<file path="src/rtl/sn76489_pkg.sv">
// Shared register indices, reset values and the tone write helper for the SN76489 command decoder.
package sn76489_pkg;

  localparam logic [2:0] SN_TONE0 = 3'd0;
  localparam logic [2:0] SN_VOL0  = 3'd1;
  localparam logic [2:0] SN_TONE1 = 3'd2;
  localparam logic [2:0] SN_VOL1  = 3'd3;
  localparam logic [2:0] SN_TONE2 = 3'd4;
  localparam logic [2:0] SN_VOL2  = 3'd5;
  localparam logic [2:0] SN_NOISE = 3'd6;
  localparam logic [2:0] SN_VOL3  = 3'd7;

  localparam logic [3:0] SN_VOL_RST   = 4'hF;
  localparam logic [9:0] SN_TONE_RST  = 10'h000;
  localparam logic [2:0] SN_NOISE_RST = 3'b000;

  // Latch bytes replace the low nibble of a tone period, data bytes the upper six bits.
  function automatic logic [9:0] sn_tone_upd(input logic [9:0] old_val, input logic [7:0] cmd);
    sn_tone_upd = cmd[7] ? {old_val[9:4], cmd[3:0]} : {cmd[5:0], old_val[3:0]};
  endfunction

endpackage

</file>
<file path="src/rtl/sn_byte_sync.sv">
// Synchronizes the receiver idle flag into clk, detects its rising edge,
// captures the received byte and emits a one-cycle decode pulse.
module sn_byte_sync
  import sn76489_pkg::*;
(
  input  logic       clk,
  input  logic       rst_n,
  input  logic [7:0] data_i,
  input  logic       new_data_i,
  output logic [7:0] byte_o,
  output logic       decode_o
);

  logic [2:0] sync_q;
  logic [7:0] byte_q;
  logic       decode_q;
  logic       edge_det;
  logic       capture;

  assign edge_det = sync_q[1] & ~sync_q[2];
  // An edge landing on the decode cycle is dropped; the baud rate never allows it.
  assign capture  = edge_det & ~decode_q;

  always_ff @(posedge clk or negedge rst_n) begin
    if (!rst_n) begin
      sync_q   <= 3'b111;
      byte_q   <= 8'h00;
      decode_q <= 1'b0;
    end else begin
      sync_q   <= {sync_q[1:0], new_data_i};
      decode_q <= capture;
      if (capture) byte_q <= data_i;
    end
  end

  assign byte_o   = byte_q;
  assign decode_o = decode_q;

endmodule

</file>
<file path="src/rtl/sn_cmd_decoder.sv">
// SN76489 command byte decoder: latch/data bytes update tone, volume and noise registers.
// Optional SN_NOISE_RST_EN adds a noise_rst pulse on every noise register write.
module sn_cmd_decoder
  import sn76489_pkg::*;
(
  input  logic       clk,
  input  logic       rst_n,
  input  logic [7:0] data_in,
  input  logic       new_data_in,
  output logic [9:0] tone0,
  output logic [9:0] tone1,
  output logic [9:0] tone2,
  output logic [3:0] vol0,
  output logic [3:0] vol1,
  output logic [3:0] vol2,
  output logic [3:0] vol3,
  output logic [2:0] noise,
  output logic       wr_strobe,
`ifdef SN_NOISE_RST_EN
  output logic       noise_rst,
`endif
  output logic [2:0] wr_addr
);

  logic [7:0] byte_q;
  logic       dec_pulse;

  logic [9:0] tone_q [3];
  logic [9:0] tone_d [3];
  logic [3:0] vol_q  [4];
  logic [3:0] vol_d  [4];
  logic [2:0] noise_q, noise_d;
  logic [2:0] latch_q, latch_d;
  logic [2:0] tgt_idx;
  logic       wr_strobe_q;
  logic [2:0] wr_addr_q, wr_addr_d;

  sn_byte_sync u_sync (
    .clk        (clk),
    .rst_n      (rst_n),
    .data_i     (data_in),
    .new_data_i (new_data_in),
    .byte_o     (byte_q),
    .decode_o   (dec_pulse)
  );

  assign tgt_idx = byte_q[7] ? byte_q[6:4] : latch_q;

  always_comb begin
    tone_d    = tone_q;
    vol_d     = vol_q;
    noise_d   = noise_q;
    latch_d   = latch_q;
    wr_addr_d = wr_addr_q;
    if (dec_pulse) begin
      wr_addr_d = tgt_idx;
      if (byte_q[7]) latch_d = byte_q[6:4];
      case (tgt_idx)
        SN_TONE0: tone_d[0] = sn_tone_upd(tone_q[0], byte_q);
        SN_TONE1: tone_d[1] = sn_tone_upd(tone_q[1], byte_q);
        SN_TONE2: tone_d[2] = sn_tone_upd(tone_q[2], byte_q);
        SN_NOISE: noise_d   = byte_q[2:0];
        default:  vol_d[tgt_idx[2:1]] = byte_q[3:0];
      endcase
    end
  end

  always_ff @(posedge clk or negedge rst_n) begin
    if (!rst_n) begin
      for (int i = 0; i < 3; i++) tone_q[i] <= SN_TONE_RST;
      for (int i = 0; i < 4; i++) vol_q[i]  <= SN_VOL_RST;
      noise_q     <= SN_NOISE_RST;
      latch_q     <= SN_TONE0;
      wr_strobe_q <= 1'b0;
      wr_addr_q   <= 3'd0;
    end else begin
      tone_q      <= tone_d;
      vol_q       <= vol_d;
      noise_q     <= noise_d;
      latch_q     <= latch_d;
      wr_strobe_q <= dec_pulse;
      wr_addr_q   <= wr_addr_d;
    end
  end

`ifdef SN_NOISE_RST_EN
  logic noise_rst_q;

  always_ff @(posedge clk or negedge rst_n) begin
    if (!rst_n) noise_rst_q <= 1'b0;
    else        noise_rst_q <= dec_pulse && (tgt_idx == SN_NOISE);
  end

  assign noise_rst = noise_rst_q;
`endif

  assign tone0     = tone_q[0];
  assign tone1     = tone_q[1];
  assign tone2     = tone_q[2];
  assign vol0      = vol_q[0];
  assign vol1      = vol_q[1];
  assign vol2      = vol_q[2];
  assign vol3      = vol_q[3];
  assign noise     = noise_q;
  assign wr_strobe = wr_strobe_q;
  assign wr_addr   = wr_addr_q;

endmodule

</file>
<file path="config.mk">
export PLATFORM = sky130hd
export DESIGN_NAME = sn_cmd_decoder
export DESIGN_NICKNAME = d
export VERILOG_FILES = /design/src/rtl/sn76489_pkg.sv /design/src/rtl/sn_byte_sync.sv /design/src/rtl/sn_cmd_decoder.sv
export SDC_FILE = /design/constraint.sdc
export NUM_CORES = 1
export LEC_CHECK = 0
export CAP_MARGIN = 10
export CELL_PAD_IN_SITES_DETAIL_PLACEMENT = 0
export CELL_PAD_IN_SITES_GLOBAL_PLACEMENT = 1
export CORE_MARGIN = 2
export CORE_UTILIZATION = 40
export CTS_CLUSTER_SIZE = 30
export DETAILED_ROUTE_END_ITERATION = 7
export GPL_TIMING_DRIVEN = 0
export PLACE_DENSITY_LB_ADDON = 0.1
export SYNTH_ARGS = -nofsm -noshare
export SYNTH_HDL_FRONTEND = slang
export SYNTH_SLANG_ARGS = --single-unit
</file>
<file path="constraint.sdc">
create_clock -name clk -period 1.71 [get_ports clk]
set_input_delay 0.171 -clock clk [delete_from_list [all_inputs] [get_ports clk]]
set_output_delay 0.171 -clock clk [all_outputs]
set_load 0.005 [all_outputs]
</file>
After elaboration in Yosys (flattened, before gate mapping) --
Index checks and enable logic that the tools add are counted.
Word-level totals: bits in registers 65, output and inout port bits 53, bits of input ports 11
Operators by class: reduce and logical (&&, ||, !) cells 11, bitwise gates (word level) 7, equality and inequality tests 3, mux-type cells 4, magnitude comparators 2
Operator list (number):
- 3-bit AND reduction | 6
- 16-bit bitwise mux | 1
- 4-bit demux with 2-bit select | 1
- 3-bit equality test, second input constant | 2
- 4-bit two-way mux | 1
- 1-bit inverter | 4
- 2-bit AND reduction | 2
- 4-bit OR reduction | 1
- 3-bit by 2-bit equality test with 1-bit output, second input constant | 1
- 3-bit >= comparator, second input constant | 1
- 3-bit zero test | 1
- 3-bit by 1-bit < comparator with 1-bit output, second input constant | 1
- 3-bit two-way mux | 1
- 2-bit inverter with 3-bit output | 1
- 1-bit bitwise AND | 2
- 1-bit logical AND | 1

Depth between registers and ports, before layout --
depth in word-level cells 7, depth in mapped cells 4

Cells and area by module --
A second synthesis with hierarchy kept.
Unflattened totals: cells, all modules 157, area, all modules 2687.6 um^2
Modules (own cells, without submodules):
- sn_cmd_decoder | area an instance 2239.6 um^2, sequential area each 1346.3 um^2, cells each 135, instances 1
- sn_byte_sync | area an instance 447.9 um^2, sequential area each 304.0 um^2, cells each 22, instances 1

Worst setup path before layout --
OpenSTA, ideal clock, no wires.
path type register -> register, from register u_sync.byte_q[7], in the netlist u_sync.byte_o[7], to register tone_q, in the netlist tone1[4], period minus slack after synthesis 1.522 ns, setup slack 0.188 ns, stages on the path, launching flop included 5, data required time 1.585 ns, arrival time 1.397 ns, cell sequence dfrtp_1 buf_4 nor3b_1 o21a_1 mux2_2
Between the ends: longest elaborated chain between the ends 3, elaborated cells on any way between the ends 4, classes of those cells eq/ne (1); mux (1); bitwise (1); reduce/logical (1)
Ends and longest elaborated chain:
- from (decl) | RTL line sn_byte_sync.sv:15 | logic [7:0] byte_q;
- from (signal assigned) | RTL line sn_byte_sync.sv:32 | if (capture) byte_q <= data_i;
- 3-bit two-way mux
- 3-bit by 2-bit equality test with 1-bit output | RTL line sn_cmd_decoder.sv:58 | case (tgt_idx)
- 3-bit AND reduction (no line) (*)
- to (signal assigned) | RTL line sn_cmd_decoder.sv:77 | tone_q <= tone_d;
- to (decl) | RTL line sn_cmd_decoder.sv:28 | logic [9:0] tone_q [3];
Every way passes the cells marked *; elsewhere a longest branch is shown, timed or not. A chain may end at the register's enable or synchronous reset.

Final worst setup path --
from register u_sync.byte_q[7], in the netlist u_sync.byte_o[7], to register noise_q[1], in the netlist noise[1]
Between the ends: longest elaborated chain between the ends 3
Ends and longest elaborated chain:
- 3-bit two-way mux
- 3-bit equality test | RTL line sn_cmd_decoder.sv:58
- 2-bit AND reduction (no line)
- to (signal assigned) | RTL line sn_cmd_decoder.sv:79 | noise_q <= noise_d;
- to (decl) | RTL line sn_cmd_decoder.sv:32 | logic [2:0] noise_q, noise_d;
Every way passes these cells.

==> impl_metrics.json <==
{
  "fin_nets": 244,
  "netlist_top_cells_area": "dfrtp_1, mux2_2, dfstp_2, mux2_4, o211ai_2",
  "synth_area_per_cell_um2": 16.4,
  "routedWlPerCell_um": 17.1,
  "finalPower_mw": 5.87,
  "rows": 29,
  "grt_pass1_vias": 1721,
  "synth_most_common_cell": "mux2_2",
  "area_growth_pct": 37.0,
  "r2r_slack_ns": 0.07,
  "max_freq_mhz": 610,
  "startpoint_type": "register",
  "worstSetupEndpoint": "noise[1]",
  "use_met3": 0.0560,
  "p_leak_nw": 1.53,
  "clock_path_buffers": 2,
  "required_ns": 1.93,
  "numCtsBuffers": 9,
  "p_sw_frac": 0.257,
  "drt_first_pass_iters": 4,
  "synth_edf_count": 0,
  "drc": 0,
  "grt_overflow_total": 0,
  "clkPwrFrac": 0.216,
  "cts_tree": "done",
  "synth.top_cell.area_share": 0.447,
  "period_needed_ns": 1.64,
  "ys_async_sr_fraction": 1.00,
  "status": "finished, final reports clean",
  "syn_nets": 168,
  "ant_nets": 0,
  "rr_endpoint": "noise[1]",
  "yosysSeqAreaShare": 0.640,
  "portBuffers": 63,
  "cp_slowest_cell": "dfrtp_1",
  "netlist_area_um2": 2580,
  "slew_violations": 0,
  "synthTopCellsByCount": "mux2_2, dfrtp_1, dfstp_2",
  "drt_wl_total_um": 5390,
  "internal_power_mw": 4.36,
  "io_pins": 64,
  "setup_violations": 0,
  "pwr-share-comb": 0.342,
  "insertedDiodeCount": 0,
  "place.gp.congestion": 0.723,
  "nFillCells": 528,
  "critPathCaptureType": "register",
  "grt_start_max_net_pins": 35,
  "core_um2": 6280,
  "dp_hpwl_um": 3720,
  "worstSetupPathType": "reg2reg",
  "synth_ff_type": "dfrtp_1",
  "reg2reg_from": "u_sync.byte_o[7]",
  "vias": 1571,
  "rsz0062_at_grt": "false",
  "hold_viol": 0,
  "crit_path_start": "u_sync.byte_o[7]",
  "clock-root-buffer": "clkbuf_8",
  "cts.reportedPaths.clkPinSlew_ns": 0.07,
  "crit_fanout": 10,
  "dieHeight_um": 84.3,
  "yosysWarnings": 0,
  "fin_skew_ns": 0.00704,
  "drv_cap": 0,
  "yosysUniqueCellTypes": 21,
  "reg2reg_depth": 4,
  "yosys.area.top_type": "dfrtp_1",
  "clock_sinks": 65,
  "finalCritPeriodShare": 0.959,
  "drive_gt1_frac": 0.462,
  "start_util": 0.411,
  "syn_inst": 157,
  "insertion_delay_ns": 0.34,
  "vias_per_cell": 4.99,
  "post_cts_buffers": 0,
  "crit_chain": "buf_4 -> and3b_1 -> o211ai_1 -> mux2_2",
  "arrival_ns": 1.86,
  "min_path_type": "in2reg",
  "ir_drop_uv": 811,
  "grt_pass1_wl_um": 9050,
  "track_usage": 0.169,
  "final_core_util": 0.563,
  "drtIter0Drc": 19,
  "met2_usage": 0.258,
  "cpPeakStageDelay_ns": 0.42,
  "antenna_found_initial": 0,
  "busiest_layer": "met2",
  "ys_ff_latch": 65,
  "die-area_um2": 7100,
  "die_x_um": 84.3,
  "tightestPinTransition_ns": 0.718,
  "h-tree-depth": 3,
  "seqPwrFrac": 0.442,
  "powerDensity_nw_per_um2": 1660,
  "power_switching_mw": 1.51,
  "slew_headroom": 0.521,
  "grt_use_met1": 0.226
}
==> metrics by stage <==
| stage | cell area [µm²] | std cells | setup TNS (ns) | hold slack, ns | setup WS (ns) |
|---|---|---|---|---|---|
| after floorplan | 2580 | 157 | 0 | -0.125 | 0.188 |
| after detailed placement | 3320 | 298 | -0.274 | 0.269 | -0.0555 |
| after global placement | 3300 | 297 | -79.92 | 0.351 | -1.42 |
| after CTS | 3530 | 315 | 0 | 0.236 | 0.0467 |
| final | 3530 | 315 | 0 | 0.241 | 0.0702 |
| after global routing | 3530 | 315 | 0 | 0.225 | 0.0121 |
==> power by group through the flow <==
stage | Combinational (mW) | Clock [mW] | Sequential, mW
after floorplan | 0.702 | 0 | 2.61
after global placement | 2.00 | 0 | 2.59
after detailed placement | 2.03 | 0 | 2.62
after CTS | 2.05 | 1.30 | 2.60
after global routing | 2.16 | 1.41 | 2.68
final | 2.01 | 1.27 | 2.59
==> per-layer routing <==
layer / wire, µm / vias up / share of wire
li1: - / 723 / -
met1: 2460 / 796 / 0.46
met2: 2580 / 43 / 0.48
met3: 270 / 9 / 0.050
met4: 84 / 0 / 0.016
met5: 0 / - / 0
==> placed cells by master (no fill, tap or decap) <==
cell type	Yosys	final
nor3b_1	4	3
dlygate4sd3_1	0	1
clkinvlp_4	0	1
mux2i_1	1	1
clkinv_2	0	4
dfstp_2	19	19
mux2_4	4	4
nand2_1	1	1
clkbuf_1	4	4
or4b_4	1	1
o211ai_1	1	1
nand4b_1	2	2
buf_12	0	1
or4_1	1	1
clkbuf_8	0	10
a21oi_1	1	1
dfrtp_2	0	1
bufinv_16	0	1
o211ai_2	4	4
mux2_2	56	56
dfrtp_1	46	45
and3b_1	3	3
buf_4	1	1
nor3b_2	0	1
clkdlybuf4s50_1	0	62
nand2_2	1	1
nor2_1	2	2
buf_2	3	4
o21a_2	0	1
and3_1	1	1
==> area by class of cell <==
cell class | instances | area [µm²] | area share
buffer | 8 | 37.5 | 0.0106
multi-input combinational | 84 | 896 | 0.254
clock buffer | 10 | 138 | 0.0390
sequential | 65 | 1650 | 0.468
timing repair buffer | 65 | 656 | 0.186
tap | 77 | 96.3 | 0.0273
clock inverter | 6 | 57.6 | 0.0163
==> worst min path at each step <==
stage                           startpoint                to  slack, ns  cells after the start
after floorplan                      rst_n          noise[0]      -0.12                      0
after global placement    u_sync.sync_q[0]  u_sync.sync_q[1]       0.35                      0
after detailed placement             rst_n  u_sync.byte_o[1]       0.27                      1
after CTS                      new_data_in  u_sync.sync_q[0]       0.24                      1
after global routing           new_data_in  u_sync.sync_q[0]       0.23                      1
final                          new_data_in  u_sync.sync_q[0]       0.24                      1
==> critical path: cells and delay by family, from the launching register on <==
| family | cells | cell delay (ns) |
|---|---|---|
| flops | 1 | 0.42 |
| mux | 1 | 0.38 |
| compound gates | 1 | 0.34 |
| simple gates | 1 | 0.20 |
| buf+inv | 1 | 0.19 |
==> flip-flops by register name, summed over array words and instances (netlist names), 3 cells and up <==
signal,cells
tone0,10
tone1,10
tone2,10
u_sync.byte_o,8
vol0,4
vol1,4
vol2,4
vol3,4
noise,3
u_sync.sync_q,3
wr_addr,3
==> cell families after synthesis <==
family | count (synthesis) | share of synthesized area
flip-flops | 65 | 0.640
multiplexers | 61 | 0.272
AND/OR/NAND/NOR | 16 | 0.0461
buffers and inverters | 8 | 0.0146
AO/OA/AOI/OAI | 7 | 0.0272
==> timing repair <==
item | CTS | global route
pin swaps | 0 | 1
hold endpoints to repair | 24 | 0
resized for setup | 1 | 2
gates cloned | 0 | 0
hold buffers | 1 | 0
setup endpoints to repair | 6 | 13
(Power assumes the default switching activity.)
